File: src/rtl/control_sequencer_if.sv
// control_sequencer_if
//   Groups the sequencer's datapath-facing signals into one bundle.
//   master : the sequencer (consumes clk_en/opcode/flags, drives controls)
//   slave  : the datapath (drives clk_en/opcode/flags, consumes controls)
//   Signals:
//     clk_en, opcode, flag_c, flag_z           datapath -> sequencer
//     pc_inc, pc_load, oe_pc, load_mar, oe_ram,
//     load_ram, load_ir, oe_ir, load_a, oe_a,
//     load_b, alu_sub, oe_alu, load_flags,
//     load_o, halt, step                       sequencer -> datapath
interface control_sequencer_if #(
    parameter int OPCODE_WIDTH = 4
);
    logic                    clk_en;
    logic [OPCODE_WIDTH-1:0] opcode;
    logic                    flag_c;
    logic                    flag_z;

    logic                    pc_inc;
    logic                    pc_load;
    logic                    oe_pc;
    logic                    load_mar;
    logic                    oe_ram;
    logic                    load_ram;
    logic                    load_ir;
    logic                    oe_ir;
    logic                    load_a;
    logic                    oe_a;
    logic                    load_b;
    logic                    alu_sub;
    logic                    oe_alu;
    logic                    load_flags;
    logic                    load_o;
    logic                    halt;
    logic [2:0]              step;

    modport master (
        input  clk_en, opcode, flag_c, flag_z,
        output pc_inc, pc_load, oe_pc, load_mar, oe_ram, load_ram, load_ir,
               oe_ir, load_a, oe_a, load_b, alu_sub, oe_alu, load_flags,
               load_o, halt, step
    );

    modport slave (
        output clk_en, opcode, flag_c, flag_z,
        input  pc_inc, pc_load, oe_pc, load_mar, oe_ram, load_ram, load_ir,
               oe_ir, load_a, oe_a, load_b, alu_sub, oe_alu, load_flags,
               load_o, halt, step
    );
endinterface

File: src/rtl/control_sequencer.sv
// control_sequencer
//   Microcoded control unit for the SAP-1.5 computer. Walks fetch/execute
//   micro-steps and produces every bus output-enable and register load.
//   Ports:
//     clk    system clock, posedge
//     reset  asynchronous, active-low
//     bus    control_sequencer_if.master (inputs: clk_en, opcode, flags;
//            outputs: control strobes, halt, step)
//
//   state | meaning
//   T0    | oe_pc -> MAR
//   T1    | RAM -> IR, PC increment
//   T2    | first execute step (operand / jump / out / halt)
//   T3    | second execute step (LDA, ADD, SUB, STA)
//   T4    | ALU writeback (ADD, SUB)
//   halted_q is a separate sticky bit; while set the step is parked at T0.
module control_sequencer #(
    parameter int OPCODE_WIDTH = 4,
    parameter int MAX_STEP     = 4
) (
    input  logic                 clk,
    input  logic                 reset,
    control_sequencer_if.master  bus
);

    typedef enum logic [2:0] {
        T0 = 3'd0,
        T1 = 3'd1,
        T2 = 3'd2,
        T3 = 3'd3,
        T4 = 3'd4
    } step_e;

    localparam logic [OPCODE_WIDTH-1:0] OP_LDA = OPCODE_WIDTH'(4'h1);
    localparam logic [OPCODE_WIDTH-1:0] OP_ADD = OPCODE_WIDTH'(4'h2);
    localparam logic [OPCODE_WIDTH-1:0] OP_SUB = OPCODE_WIDTH'(4'h3);
    localparam logic [OPCODE_WIDTH-1:0] OP_STA = OPCODE_WIDTH'(4'h4);
    localparam logic [OPCODE_WIDTH-1:0] OP_LDI = OPCODE_WIDTH'(4'h5);
    localparam logic [OPCODE_WIDTH-1:0] OP_JMP = OPCODE_WIDTH'(4'h6);
    localparam logic [OPCODE_WIDTH-1:0] OP_JC  = OPCODE_WIDTH'(4'h7);
    localparam logic [OPCODE_WIDTH-1:0] OP_JZ  = OPCODE_WIDTH'(4'h8);
    localparam logic [OPCODE_WIDTH-1:0] OP_OUT = OPCODE_WIDTH'(4'hE);
    localparam logic [OPCODE_WIDTH-1:0] OP_HLT = OPCODE_WIDTH'(4'hF);

    step_e step_q, step_d;
    logic  halted_q, halted_d;
    logic  active;
    logic  step_legal;

    always_ff @(posedge clk or negedge reset) begin
        if (!reset) begin
            step_q   <= T0;
            halted_q <= 1'b0;
        end else begin
            step_q   <= step_d;
            halted_q <= halted_d;
        end
    end

    always_comb begin
        step_d         = step_q;
        halted_d       = halted_q;
        bus.pc_inc     = 1'b0;
        bus.pc_load    = 1'b0;
        bus.oe_pc      = 1'b0;
        bus.load_mar   = 1'b0;
        bus.oe_ram     = 1'b0;
        bus.load_ram   = 1'b0;
        bus.load_ir    = 1'b0;
        bus.oe_ir      = 1'b0;
        bus.load_a     = 1'b0;
        bus.oe_a       = 1'b0;
        bus.load_b     = 1'b0;
        bus.alu_sub    = 1'b0;
        bus.oe_alu     = 1'b0;
        bus.load_flags = 1'b0;
        bus.load_o     = 1'b0;
        bus.halt       = reset & halted_q;
        bus.step       = step_q;

        step_legal = (int'(step_q) <= MAX_STEP);
        // Strobes are gated by reset too, so T0 enables never leak out while
        // the register is being held in reset.
        active     = reset & bus.clk_en & ~halted_q;

        if (active) begin
            if (!step_legal) begin
                step_d = T0;
            end else begin
                case (step_q)
                    T0: begin
                        bus.oe_pc    = 1'b1;
                        bus.load_mar = 1'b1;
                        step_d       = T1;
                    end
                    T1: begin
                        bus.oe_ram  = 1'b1;
                        bus.load_ir = 1'b1;
                        bus.pc_inc  = 1'b1;
                        step_d      = T2;
                    end
                    T2: begin
                        step_d = T0;
                        case (bus.opcode)
                            OP_LDA, OP_ADD, OP_SUB, OP_STA: begin
                                bus.oe_ir    = 1'b1;
                                bus.load_mar = 1'b1;
                                step_d       = T3;
                            end
                            OP_LDI: begin
                                bus.oe_ir  = 1'b1;
                                bus.load_a = 1'b1;
                            end
                            OP_JMP: begin
                                bus.oe_ir   = 1'b1;
                                bus.pc_load = 1'b1;
                            end
                            OP_JC: begin
                                bus.oe_ir   = bus.flag_c;
                                bus.pc_load = bus.flag_c;
                            end
                            OP_JZ: begin
                                bus.oe_ir   = bus.flag_z;
                                bus.pc_load = bus.flag_z;
                            end
                            OP_OUT: begin
                                bus.oe_a   = 1'b1;
                                bus.load_o = 1'b1;
                            end
                            OP_HLT: begin
                                halted_d = 1'b1;
                            end
                            default: ;
                        endcase
                    end
                    T3: begin
                        step_d = T0;
                        case (bus.opcode)
                            OP_LDA: begin
                                bus.oe_ram = 1'b1;
                                bus.load_a = 1'b1;
                            end
                            OP_ADD, OP_SUB: begin
                                bus.oe_ram = 1'b1;
                                bus.load_b = 1'b1;
                                step_d     = T4;
                            end
                            OP_STA: begin
                                bus.oe_a     = 1'b1;
                                bus.load_ram = 1'b1;
                            end
                            default: ;
                        endcase
                    end
                    T4: begin
                        step_d = T0;
                        if (bus.opcode == OP_ADD || bus.opcode == OP_SUB) begin
                            bus.oe_alu     = 1'b1;
                            bus.load_a     = 1'b1;
                            bus.load_flags = 1'b1;
                            bus.alu_sub    = (bus.opcode == OP_SUB);
                        end
                    end
                    default: step_d = T0;
                endcase
            end
        end
    end

endmodule

File: src/flat_wrapper.sv
// flat-port wrapper written by rule: the top's interface ports become plain ports
module control_sequencer_flat 
#(
    parameter int OPCODE_WIDTH = 4,
    parameter int MAX_STEP     = 4
)
  (clk, reset, bus_clk_en, bus_opcode, bus_flag_c, bus_flag_z, bus_pc_inc, bus_pc_load, bus_oe_pc, bus_load_mar, bus_oe_ram, bus_load_ram, bus_load_ir, bus_oe_ir, bus_load_a, bus_oe_a, bus_load_b, bus_alu_sub, bus_oe_alu, bus_load_flags, bus_load_o, bus_halt, bus_step);
  control_sequencer_if #(.OPCODE_WIDTH(OPCODE_WIDTH)) bus_i ();
  input  logic clk;
  input  logic reset;
  input wire logic [$bits(bus_i.clk_en)-1:0] bus_clk_en;
  input wire logic [$bits(bus_i.opcode)-1:0] bus_opcode;
  input wire logic [$bits(bus_i.flag_c)-1:0] bus_flag_c;
  input wire logic [$bits(bus_i.flag_z)-1:0] bus_flag_z;
  output wire logic [$bits(bus_i.pc_inc)-1:0] bus_pc_inc;
  output wire logic [$bits(bus_i.pc_load)-1:0] bus_pc_load;
  output wire logic [$bits(bus_i.oe_pc)-1:0] bus_oe_pc;
  output wire logic [$bits(bus_i.load_mar)-1:0] bus_load_mar;
  output wire logic [$bits(bus_i.oe_ram)-1:0] bus_oe_ram;
  output wire logic [$bits(bus_i.load_ram)-1:0] bus_load_ram;
  output wire logic [$bits(bus_i.load_ir)-1:0] bus_load_ir;
  output wire logic [$bits(bus_i.oe_ir)-1:0] bus_oe_ir;
  output wire logic [$bits(bus_i.load_a)-1:0] bus_load_a;
  output wire logic [$bits(bus_i.oe_a)-1:0] bus_oe_a;
  output wire logic [$bits(bus_i.load_b)-1:0] bus_load_b;
  output wire logic [$bits(bus_i.alu_sub)-1:0] bus_alu_sub;
  output wire logic [$bits(bus_i.oe_alu)-1:0] bus_oe_alu;
  output wire logic [$bits(bus_i.load_flags)-1:0] bus_load_flags;
  output wire logic [$bits(bus_i.load_o)-1:0] bus_load_o;
  output wire logic [$bits(bus_i.halt)-1:0] bus_halt;
  output wire logic [$bits(bus_i.step)-1:0] bus_step;
  assign bus_i.clk_en = bus_clk_en;
  assign bus_i.opcode = bus_opcode;
  assign bus_i.flag_c = bus_flag_c;
  assign bus_i.flag_z = bus_flag_z;
  assign bus_pc_inc = bus_i.pc_inc;
  assign bus_pc_load = bus_i.pc_load;
  assign bus_oe_pc = bus_i.oe_pc;
  assign bus_load_mar = bus_i.load_mar;
  assign bus_oe_ram = bus_i.oe_ram;
  assign bus_load_ram = bus_i.load_ram;
  assign bus_load_ir = bus_i.load_ir;
  assign bus_oe_ir = bus_i.oe_ir;
  assign bus_load_a = bus_i.load_a;
  assign bus_oe_a = bus_i.oe_a;
  assign bus_load_b = bus_i.load_b;
  assign bus_alu_sub = bus_i.alu_sub;
  assign bus_oe_alu = bus_i.oe_alu;
  assign bus_load_flags = bus_i.load_flags;
  assign bus_load_o = bus_i.load_o;
  assign bus_halt = bus_i.halt;
  assign bus_step = bus_i.step;
  control_sequencer #(.OPCODE_WIDTH(OPCODE_WIDTH), .MAX_STEP(MAX_STEP)) u_core (.clk(clk), .reset(reset), .bus(bus_i));
endmodule
File: config.mk
export PLATFORM = sky130hd
export DESIGN_NAME = control_sequencer_flat
export DESIGN_NICKNAME = d
export VERILOG_FILES = /design/src/rtl/control_sequencer_if.sv /design/src/rtl/control_sequencer.sv /design/src/flat_wrapper.sv
export SDC_FILE = /design/constraint.sdc
export NUM_CORES = 1
export LEC_CHECK = 0
export ABC_AREA = 1
export BUFFER_PORTS_ARGS = -buffer_cell sky130_fd_sc_hd__buf_2
export CORE_AREA = 2 2 39 41
export CTS_CLUSTER_SIZE = 30
export DETAILED_ROUTE_END_ITERATION = 12
export DIE_AREA = 0 0 41 43
export GPL_ROUTABILITY_DRIVEN = 0
export MAX_ROUTING_LAYER = met4
export PLACE_DENSITY_LB_ADDON = 0.1
export SYNTH_ARGS = -nofsm -noshare
export SYNTH_HDL_FRONTEND = slang
export SYNTH_SLANG_ARGS = --single-unit
export TNS_END_PERCENT = 30
File: constraint.sdc
create_clock -name clk -period 2.1 [get_ports clk]
set_clock_uncertainty 0.2 [all_clocks]
set_input_delay 0.315 -clock clk [delete_from_list [all_inputs] [get_ports clk]]
set_output_delay 0.315 -clock clk [all_outputs]
set_load 0.02 [all_outputs]
==> run metrics, run 1 <==
Cells after DPL 128; Multi-input gate area between 300 and 400 sq um; Final Setup Violations 0; PnR worst setup slack 133 ps; CTS tree done; Cells after Synth 88; post-route cell area ~670 sq um; most common library cells after synthesis 25 x nand2_1, 19 x nor2_1, 11 x inv_1, 10 x nand3_1; critical path class reg2out; largest fanout on the critical path 8; worst slack at placement about 310 ps; R2R Setup Slk 760 ps; placed instance area a little over 600 sq um; Post-Layout Cell Count about 130; Worst Hold End u_core.bus.step[2]$_DFFE_PN0P_; total wire length between 1000 and 1500 microns; layout cell share with drive strength beyond 1 0.353; Top FF cell, synth dfrtp_1; final worst-path cycle share 0.937; largest net degree at the start of global routing 11; nets around 130; first-pass GRT wire length slightly above 2000 microns; area grow syn2layout 36.0%; register clock-pin slew on the reported worst setup and hold paths roughly 30 ps; die outline width 41 microns; antenna cells 0; Hold Path Origin bus_opcode[3]; status completed; Slew Limit Headroom 0.825; synth unique cells 14; Setup Buffers After CTS 0; CTS H-tree lvls 1; crit path DAT 1450 ps; register area share after synthesis 0.204; asr flop ratio synth 1.00; starting density of the core 0.354; Skew-Pair Late Insertion Delay between 200 and 250 ps; GRT overflow 0; vias in the first global route about 510; mapped cell area 490 sq um; Tmin final 1970 ps; via count 619; Mapped Nets 97; syn_area_per_cell approximately 5.6 sq um; average vias per placed instance 4.69; clk buf depth 2; initial DRC count 6; maximum clock frequency ~510 MHz; core area 1380 sq um; FF+latch area a little over 100 sq um; worst hold path depth 4; Util after Layout 0.482; Root Driver clkbuf_4; Slew @ Worst Pin roughly 260 ps; top-count cell post-synth nand2_1; # DRC 0; setup_tns 0 ps; gr usage total 0.169; DIE AREA roughly 1800 sq um; Warnings, synthesis 0; Rows 14; max-cap violations 0; DR WL/cell between 9 and 10 microns; # fillers 174; IR drop worst, VDD roughly 0.00015 V; CP Data Required Time around 1600 ps; CP endpoint kind primary output; register bit total from synthesis 4; fin. max-slew vios 0; Antenna Nets Post-Route 0; vertical die dimension 43 microns; Hold Path Class in2reg; Worst R2R Start u_core.halted_q$_DFFE_PN0P_; Power Dens Cells around 340 nW/um^2; input/output buffers 27; leakage power between 0.4 and 0.5 nW; Fin. Hold Viols 0; worst r2r dst u_core.bus.step[1]$_DFFE_PN0P_; FF-to-FF path depth 5; RSZ-0062 raised after global routing yes; TritonCTS buffer count 3; largest area contributor in the synthesized netlist dfrtp_1; io pins 28; Post-DP HPWL about 1100 microns; initial antenna violation count 0; clock sink count 4; CP Launch Type flip-flop; TritonRoute pass-1 iters 3; Post-synth EDFFs 0; post-synth top area share 0.204; synth top area cells dfrtp_1 20%, nand2_1 19%, nor2_1 15%
metrics by stage:
stage               hold WS, ps  total power [mW]
floorplan                  -181             0.103
global placement          -46.4             0.124
detailed placement        -44.1             0.124
CTS                         241             0.228
global route                269             0.238
finish                      248             0.224
how the worst max path moves through the flow:
stage | startpoint | to | slack (ps) | cells past startpoint
2_1_floorplan | u_core.bus.step[1]$_DFFE_PN0P_ | bus_oe_alu | 180 | 5
3_3_place_gp | u_core.bus.step[1]$_DFFE_PN0P_ | bus_load_mar | 330 | 5
3_5_place_dp | u_core.bus.step[0]$_DFFE_PN0P_ | bus_load_mar | 310 | 6
4_1_cts | u_core.bus.step[1]$_DFFE_PN0P_ | bus_load_mar | 30 | 5
5_1_grt | u_core.halted_q$_DFFE_PN0P_ | bus_oe_ram | -30 | 6
6_report | u_core.halted_q$_DFFE_PN0P_ | bus_load_mar | 130 | 6
area by class of cell:
cell class	count	area share
multi-input combinational	67	0.482
tap	16	0.0300
sequential	4	0.154
clock buffer	3	0.0338
timing repair buffer	28	0.221
inverter	14	0.0788
registers in the layout, summed over array words and instances (netlist names):
signal	count
u_core.halted_q	1
u_core.bus.step	3
cell usage in the layout, fill, tap and decap left out:
cell,count
a21oi_1,2
buf_2,26
buf_4,1
clkbuf_4,3
dfrtp_1,2
dfrtp_2,2
dlygate4sd3_1,1
inv_1,11
inv_2,3
nand2_1,25
nand3_1,10
nand3_4,1
nor2_1,19
nor2_2,1
nor3_2,3
nor3_4,1
o21ai_0,2
o21ai_1,2
o22ai_1,1
metal layers:
metal	vias to the layer above	wire (microns)	GRT usage
met2	14	673	0.266
met3	2	55	0.0157
met4	0	8	0.0800
li1	333	-	-
met1	270	562	0.208
met5	-	0	-
cell families (layout without fill, tap and decap cells):
group / Yosys count / after routing / synth area share
AOI/OAI and AO/OA: 7 / 7 / 0.0740
buffers and inverters: 17 / 45 / 0.153
DFF: 4 / 4 / 0.204
and+or+nand+nor: 60 / 60 / 0.569
repair_timing:
action,CTS,global route
hold buffers,1,0
gates resized for setup,0,4
hold endpoints to repair,4,0
setup endpoints to repair,0,4
critical path: stages, from the launching register on:
cell     delay, ps
dfrtp_1        380
inv_1          110
nand3_4        140
nor3_4         220
nand2_1        130
nand2_1         70
buf_2          150
report_power, final:
group	leakage, nW	internal (mW)	total, mW	switching [mW]
Sequential	0.0446	0.0786	0.0816	0.00295
Combinational	0.352	0.0156	0.0431	0.0275
Clock	0.0138	0.0642	0.0993	0.0351
Total	0.411	0.158	0.224	0.0656
No activity file was read; power rests on OpenSTA's default activity.
==> run 2, diff against run 1 <==
BUFFER_PORTS_ARGS = unset   (was -buffer_cell sky130_fd_sc_hd__buf_2)
DONT_BUFFER_PORTS = 1   (was unset)
==> run 2 against run 1 <==
  * Setup slack better by 5.9 ps
  * Global-route usage fell by 0.55 points
  * Fmax grew 0.30%
  * Flip-flop and latch count unchanged
  * Final cell count shrank 16%
  * Utilization decreased by 7.1 points
  * Combinational power down 29%
  * Power fell by 6.1%
  * First-iteration DRC count is 50% higher
  * Final area shrank 15%
==> run metrics, run 2 (synthesized netlist as in run 1, its figures left out) <==
Worst R2R Start u_core.bus.step[0]$_DFFE_PN0P_ (was u_core.halted_q$_DFFE_PN0P_); DIE AREA 1760 sq um (unchanged); PnR worst setup slack 138 ps (was 133 ps); average vias per placed instance 4.99 (was 4.69); die outline width 41 microns (unchanged); initial DRC count 9 (was 6); register clock-pin slew on the reported worst setup and hold paths 40 ps (was 30 ps); vias in the first global route 494 (was 514); Skew-Pair Late Insertion Delay 240 ps (about the same); crit path DAT 1450 ps (about the same); R2R Setup Slk 700 ps (was 760 ps); total wire length 1230 microns (was 1300 microns); input/output buffers 0 (was 27); Hold Path Origin bus_opcode[2] (was bus_opcode[3]); worst r2r dst u_core.bus.step[1]$_DFFE_PN0P_ (unchanged); critical path class reg2out (unchanged); io pins 28 (unchanged); max-cap violations 0 (unchanged); via count 554 (was 619); worst slack at placement 305 ps (was 309 ps); Crit path largest cell delay 380 ps (about the same); CP endpoint kind primary output (unchanged); TritonCTS buffer count 3 (unchanged); CP max-delay cell dfrtp_1 (unchanged); gr usage total 0.164 (was 0.169); CTS H-tree lvls 1 (unchanged); fin. max-slew vios 0 (unchanged); antenna cells 0 (unchanged); Critical path buffers and inverters 1 (was 2); RSZ-0062 raised after global routing no (was yes); Hold Path Class in2reg (unchanged); Antenna Nets Post-Route 0 (unchanged); vertical die dimension 43 microns (unchanged); initial antenna violation count 0 (unchanged); starting density of the core 0.354 (unchanged); max reg flops 3 (unchanged); first-pass GRT wire length 1920 microns (was 2020 microns); Post-Layout Cell Count 111 (was 132); post-route cell area 569 sq um (was 667 sq um); maximum clock frequency 510 MHz (was 508 MHz); Root Driver clkbuf_4 (unchanged); clk buf depth 2 (unchanged); Final Setup Violations 0 (unchanged); CP Launch Type flip-flop (unchanged); Rows 14 (unchanged); status completed (unchanged); nets 106 (was 127); FF-to-FF path depth 5 (unchanged); Tmin final 1960 ps (was 1970 ps); CP Data Required Time 1580 ps (about the same); delay-heaviest family, CP simple AND/OR/NAND/NOR gates (unchanged); Fin. Hold Viols 0 (unchanged); Power Dens Cells 369 nW/um^2 (was 336 nW/um^2); Slew Limit Headroom 0.741 (was 0.825); # DRC 0 (unchanged); critical path cell sequence inv_1 -> nand3_4 -> nor2_2 -> nand2_1 -> nor2_1 (was inv_1 -> nand3_4 -> nor3_4 -> nand2_1 -> nand2_1 -> buf_2); core area 1380 sq um (unchanged); largest net degree at the start of global routing 10 (was 11); most common cell after layout, fill and taps aside nand2_1 (was buf_2); Cells after DPL 107 (was 128); placed instance area 533 sq um (was 623 sq um); leakage power 0.296 nW (was 0.411 nW); final worst-path cycle share 0.934 (was 0.937); # fillers 175 (was 174); GRT overflow 0 (unchanged); Slew @ Worst Pin 386 ps (was 261 ps); setup_tns 0 ps (unchanged); clock sink count 4 (unchanged); TritonRoute pass-1 iters 4 (was 3); largest fanout on the critical path 8 (unchanged); Post-DP HPWL 1020 microns (was 1070 microns); Worst Hold End u_core.bus.step[2]$_DFFE_PN0P_ (unchanged); DR WL/cell 11.1 microns (was 9.85 microns); most frequent cells in the layout 24 x nand2_1, 19 x nor2_1, 11 x inv_1, 10 x nand3_1, 6 x buf_4 (was 26 x buf_2, 25 x nand2_1, 19 x nor2_1, 11 x inv_1, 10 x nand3_1); IR drop worst, VDD 0.000112 V (was 0.000151 V); area grow syn2layout 16.1% (was 36.0%); CTS tree done (unchanged); worst hold path depth 3 (was 4); layout cell share with drive strength beyond 1 0.211 (was 0.353)
## run 2: where the power goes
part	total [mW]	internal [mW]	switching [mW]	leakage [nW]
Combinational	0.0304	0.0106	0.0197	0.237
Clock	0.0998	0.0642	0.0356	0.0138
Sequential	0.0802	0.0784	0.00176	0.0453
## run 2: through the flow
step	power, mW	utilization	hold WS, ps
floorplan	0.103	-	-181
global placement	0.110	0.385	-180
detailed placement	0.109	0.385	-180
CTS	0.212	0.409	96.3
global route	0.225	0.411	109
finish	0.210	0.411	101
## run 2: timing repair
item | in CTS | in global routing
setup buffers | 0 | 0
endpoints found under the setup margin | 0 | 6
hold endpoints to repair | 4 | 0
hold buffers | 1 | 0
gates resized for setup | 0 | 2
## run 2: worst max path at each step
stage | from | cells after the start | slack [ps] | end
floorplan | u_core.bus.step[1]$_DFFE_PN0P_ | 5 | 180 | bus_oe_alu
global placement | u_core.bus.step[0]$_DFFE_PN0P_ | 5 | 310 | bus_load_mar
detailed placement | u_core.bus.step[0]$_DFFE_PN0P_ | 5 | 310 | bus_load_mar
finish | u_core.halted_q$_DFFE_PN0P_ | 5 | 140 | bus_load_b
global route | u_core.bus.step[0]$_DFFE_PN0P_ | 6 | 0.9 | bus_oe_ir
CTS | u_core.bus.step[0]$_DFFE_PN0P_ | 5 | 50 | bus_load_mar
## run 2: area by class of cell
cell class / count / area (sq um) / share of cell area
multi-input combinational: 67 / 318 / 0.558
sequential: 4 / 101 / 0.178
timing repair buffer: 7 / 55.1 / 0.0967
inverter: 14 / 52.6 / 0.0923
clock buffer: 3 / 22.5 / 0.0396
tap: 16 / 20.0 / 0.0352
## run 2: worst register-to-register path: stages, from the launching register on
cell     delay, ps
dfrtp_2        490
inv_1          100
nand2_1         70
nor3_2         220
nand2_1        150
nand3_1        100
## run 2: metal layers
metal / share of wire / vias to the layer above / track usage
met3: 0.060 / 3 / 0.0366
met2: 0.49 / 21 / 0.244
met5: 0 / - / -
met4: 0.021 / 0 / 0.100
met1: 0.42 / 238 / 0.190
li1: - / 292 / -
==> run 3, diff against run 2 <==
ABC_AREA = unset   (was 1)
==> run 3 against run 2 <==
  * Final area up 25%
  * Highest routed layer is now met3
  * Combinational power hardly changed
  * Power decreased by 4.1%
  * Global-route usage grew 1.2 points
  * Largest cell class unchanged
  * First-iteration DRC count grew 44%
  * Clock power decreased by 6.1%
==> run metrics, run 3 <==
status completed (unchanged); layout cell share with drive strength beyond 1 0.425 (was 0.211); Tmin final 2090 ps (was 1960 ps); Slew @ Worst Pin 462 ps (was 386 ps); first-pass GRT wire length 2070 microns (was 1920 microns); Worst R2R Start u_core.bus.step[2]$_DFFE_PN0P_ (was u_core.bus.step[0]$_DFFE_PN0P_); starting density of the core 0.395 (was 0.354); Power Dens Cells 284 nW/um^2 (was 369 nW/um^2); Seq pwr share 0.384 (was 0.381); most frequent cells in the layout 15 x buf_4, 8 x nand2_1, 5 x a21oi_1, 4 x inv_1, 4 x dfrtp_1 (was 24 x nand2_1, 19 x nor2_1, 11 x inv_1, 10 x nand3_1, 6 x buf_4); Sw Ratio 0.238 (was 0.271); initial DRC count 13 (was 9); most common library cells after synthesis 8 x nand2_1, 5 x a21oi_1, 5 x buf_4, 4 x dfrtp_1, 4 x inv_1 (was 25 x nand2_1, 19 x nor2_1, 11 x inv_1, 10 x nand3_1); Rows 14 (unchanged); TritonRoute pass-1 iters 4 (unchanged); core area 1380 sq um (unchanged); vias in the first global route 479 (was 494); maximum clock frequency 479 MHz (was 510 MHz); Util after Layout 0.514 (was 0.411); met1 Resource Use GR 0.231 (was 0.190); critical path cell sequence nand3b_4 -> or2_4 -> a2111oi_4 (was inv_1 -> nand3_4 -> nor2_2 -> nand2_1 -> nor2_1); average vias per placed instance 5.54 (was 4.99); cell internal pwr 0.154 mW (was 0.153 mW); DR WL/cell 14.5 microns (was 11.1 microns); register area share after synthesis 0.183 (was 0.204); fin. max-slew vios 0 (unchanged); input/output buffers 0 (unchanged); worst r2r dst u_core.bus.step[2]$_DFFE_PN0P_ (was u_core.bus.step[1]$_DFFE_PN0P_); area grow syn2layout 30.0% (was 16.1%); Hold Path Class in2reg (unchanged); CTS tree done (unchanged); asr flop ratio synth 1.00 (unchanged); Top FF cell, synth dfrtp_1 (unchanged); total wire length 1390 microns (was 1230 microns); post-synth top area share 0.183 (was 0.204); GRT overflow 0 (unchanged); IR drop worst, VDD 0.000243 V (was 0.000112 V); DIE AREA 1760 sq um (unchanged); Worst Setup SP u_core.halted_q$_DFFE_PN0P_ (unchanged); synth unique cells 32 (was 14); gr busiest metal met2 (unchanged); largest fanout on the critical path 7 (was 8); critical path class reg2out (unchanged); syn_area_per_cell 8.41 sq um (was 5.57 sq um); GRT met3 Usage 0.0419 (was 0.0366); top-count cell post-synth nand2_1 (unchanged); vertical die dimension 43 microns (unchanged); most common cell after layout, fill and taps aside buf_4 (was nand2_1); register clock-pin slew on the reported worst setup and hold paths 40 ps (about the same); Net Switching 0.0480 mW (was 0.0571 mW); clk buf depth 2 (unchanged); clock sink count 4 (unchanged); worst slack at placement 228 ps (was 305 ps); max reg flops 3 (unchanged); CTS H-tree lvls 1 (unchanged); Clock power frac 0.465 (was 0.474); Post-synth EDFFs 0 (unchanged); Root Driver clkbuf_4 (unchanged); Antenna Nets Post-Route 0 (unchanged); R2R Setup Slk 50 ps (was 700 ps); Mapped Nets 74 (was 97); CP Data Required Time 1580 ps (about the same); initial antenna violation count 0 (unchanged); CP endpoint kind primary output (unchanged); antenna cells 0 (unchanged); Post-DP HPWL 1020 microns (about the same); Cells after Synth 65 (was 88); Hold Path Origin bus_opcode[0] (was bus_opcode[2]); CP Launch Type flip-flop (unchanged); register bit total from synthesis 4 (unchanged); gr usage total 0.176 (was 0.164); Slew Limit Headroom 0.692 (was 0.741); # fillers 139 (was 175); mapped cell area 547 sq um (was 490 sq um); Skew-Pair Late Insertion Delay 230 ps (was 240 ps); Fin. Hold Viols 0 (unchanged); synth top area cells dfrtp_1 18%, buf_4 6.9%, o41ai_2 5.9% (was dfrtp_1 20%, nand2_1 19%, nor2_1 15%); RSZ-0062 raised after global routing yes (was no); largest area contributor in the synthesized netlist dfrtp_1 (unchanged); leakage power 0.307 nW (was 0.296 nW); met2 Use GR 0.247 (was 0.244); Final Setup Violations 0 (unchanged); max-cap violations 0 (unchanged); crit path DAT 1570 ps (was 1450 ps); TritonCTS buffer count 3 (unchanged); io pins 28 (unchanged); CP max-delay cell a2111oi_4 (was dfrtp_1); CP endpoint bus_oe_a (was bus_load_b); final worst-path cycle share 0.994 (was 0.934); die outline width 41 microns (unchanged); PnR worst setup slack 11.8 ps (was 138 ps); Gate power share 0.151 (was 0.144); largest net degree at the start of global routing 11 (was 10); via count 532 (was 554); Warnings, synthesis 0 (unchanged); nets 91 (was 106); FF-to-FF path depth 4 (was 5); # DRC 0 (unchanged); Crit path largest cell delay 450 ps (was 380 ps)
-- run 3: cell types whose count changed in the layout (fill, tap and decap cells not counted), moves of 3 or more --
cell     delta
nor3_2      -4
inv_1       -7
a21oi_1     +3
nor2b_1     +3
buf_4       +9
inv_2       -3
nor2_1     -16
nand3_1     -8
nand2_1    -16
-- run 3: worst min path at each step --
stage	to	depth (start not counted)
final	u_core.halted_q$_DFFE_PN0P_	2
after global routing	u_core.halted_q$_DFFE_PN0P_	2
after CTS	u_core.halted_q$_DFFE_PN0P_	2
after detailed placement	u_core.halted_q$_DFFE_PN0P_	0
after global placement	u_core.halted_q$_DFFE_PN0P_	0
after floorplan	u_core.bus.step[0]$_DFFE_PN0P_	0
-- run 3: through the flow --
stage | setup TNS (ps) | instances | hold WS [ps] | total power [mW] | area (sq um)
after floorplan | -69.1 | 65 | -181 | 0.107 | 553
after global placement | 0 | 88 | -180 | 0.103 | 628
after detailed placement | 0 | 88 | -180 | 0.103 | 628
after CTS | -11.4 | 94 | 68.5 | 0.206 | 681
after global routing | -77.6 | 96 | 71.6 | 0.218 | 711
final | 0 | 96 | 73.3 | 0.202 | 711
-- run 3: cell families (layout without fill, tap and decap cells) --
group	Yosys count	after routing	share of synthesized area
flops	4	4	0.183
compound gates	13	13	0.245
xor+xnor	1	1	0.0160
simple gates	35	35	0.414
buf+inv	10	25	0.105
mux	2	2	0.0366
-- run 3: area by class of cell --
class / instances / area [sq um] / area share
sequential: 4 / 100 / 0.141
clock buffer: 3 / 22.5 / 0.0317
inverter: 4 / 15.0 / 0.0211
tap: 16 / 20.0 / 0.0282
multi-input combinational: 51 / 410 / 0.577
timing repair buffer: 18 / 143 / 0.201
-- run 3: metal layers --
layer,up-vias,share of wire
li1,262,-
met1,256,0.44
met2,14,0.50
met3,0,0.062
met4,0,0
met5,-,0
-- run 3: power groups by stage --
| stage | Clock [mW] | Combinational (mW) | Sequential (mW) |
|---|---|---|---|
| finish | 0.0937 | 0.0305 | 0.0775 |
| global route | 0.107 | 0.0335 | 0.0773 |
| CTS | 0.0995 | 0.0295 | 0.0775 |
| detailed placement | 0 | 0.0246 | 0.0785 |
| global placement | 0 | 0.0246 | 0.0785 |
| floorplan | 0 | 0.0281 | 0.0785 |
-- run 3: repair_timing --
action	4_1_cts	5_1_grt
setup endpoints to repair	2	5
buffers inserted	0	2
hold endpoints to repair	5	0
hold buffers	3	0
resized for setup	0	2
pin swaps	1	2
-- run 3: worst max-delay path: cells and delay by family (launching register included) --
family / cells / cell delay, ps
flip-flops: 1 / 400
AND/OR/NAND/NOR: 2 / 490
AO/OA/AOI/OAI: 1 / 450
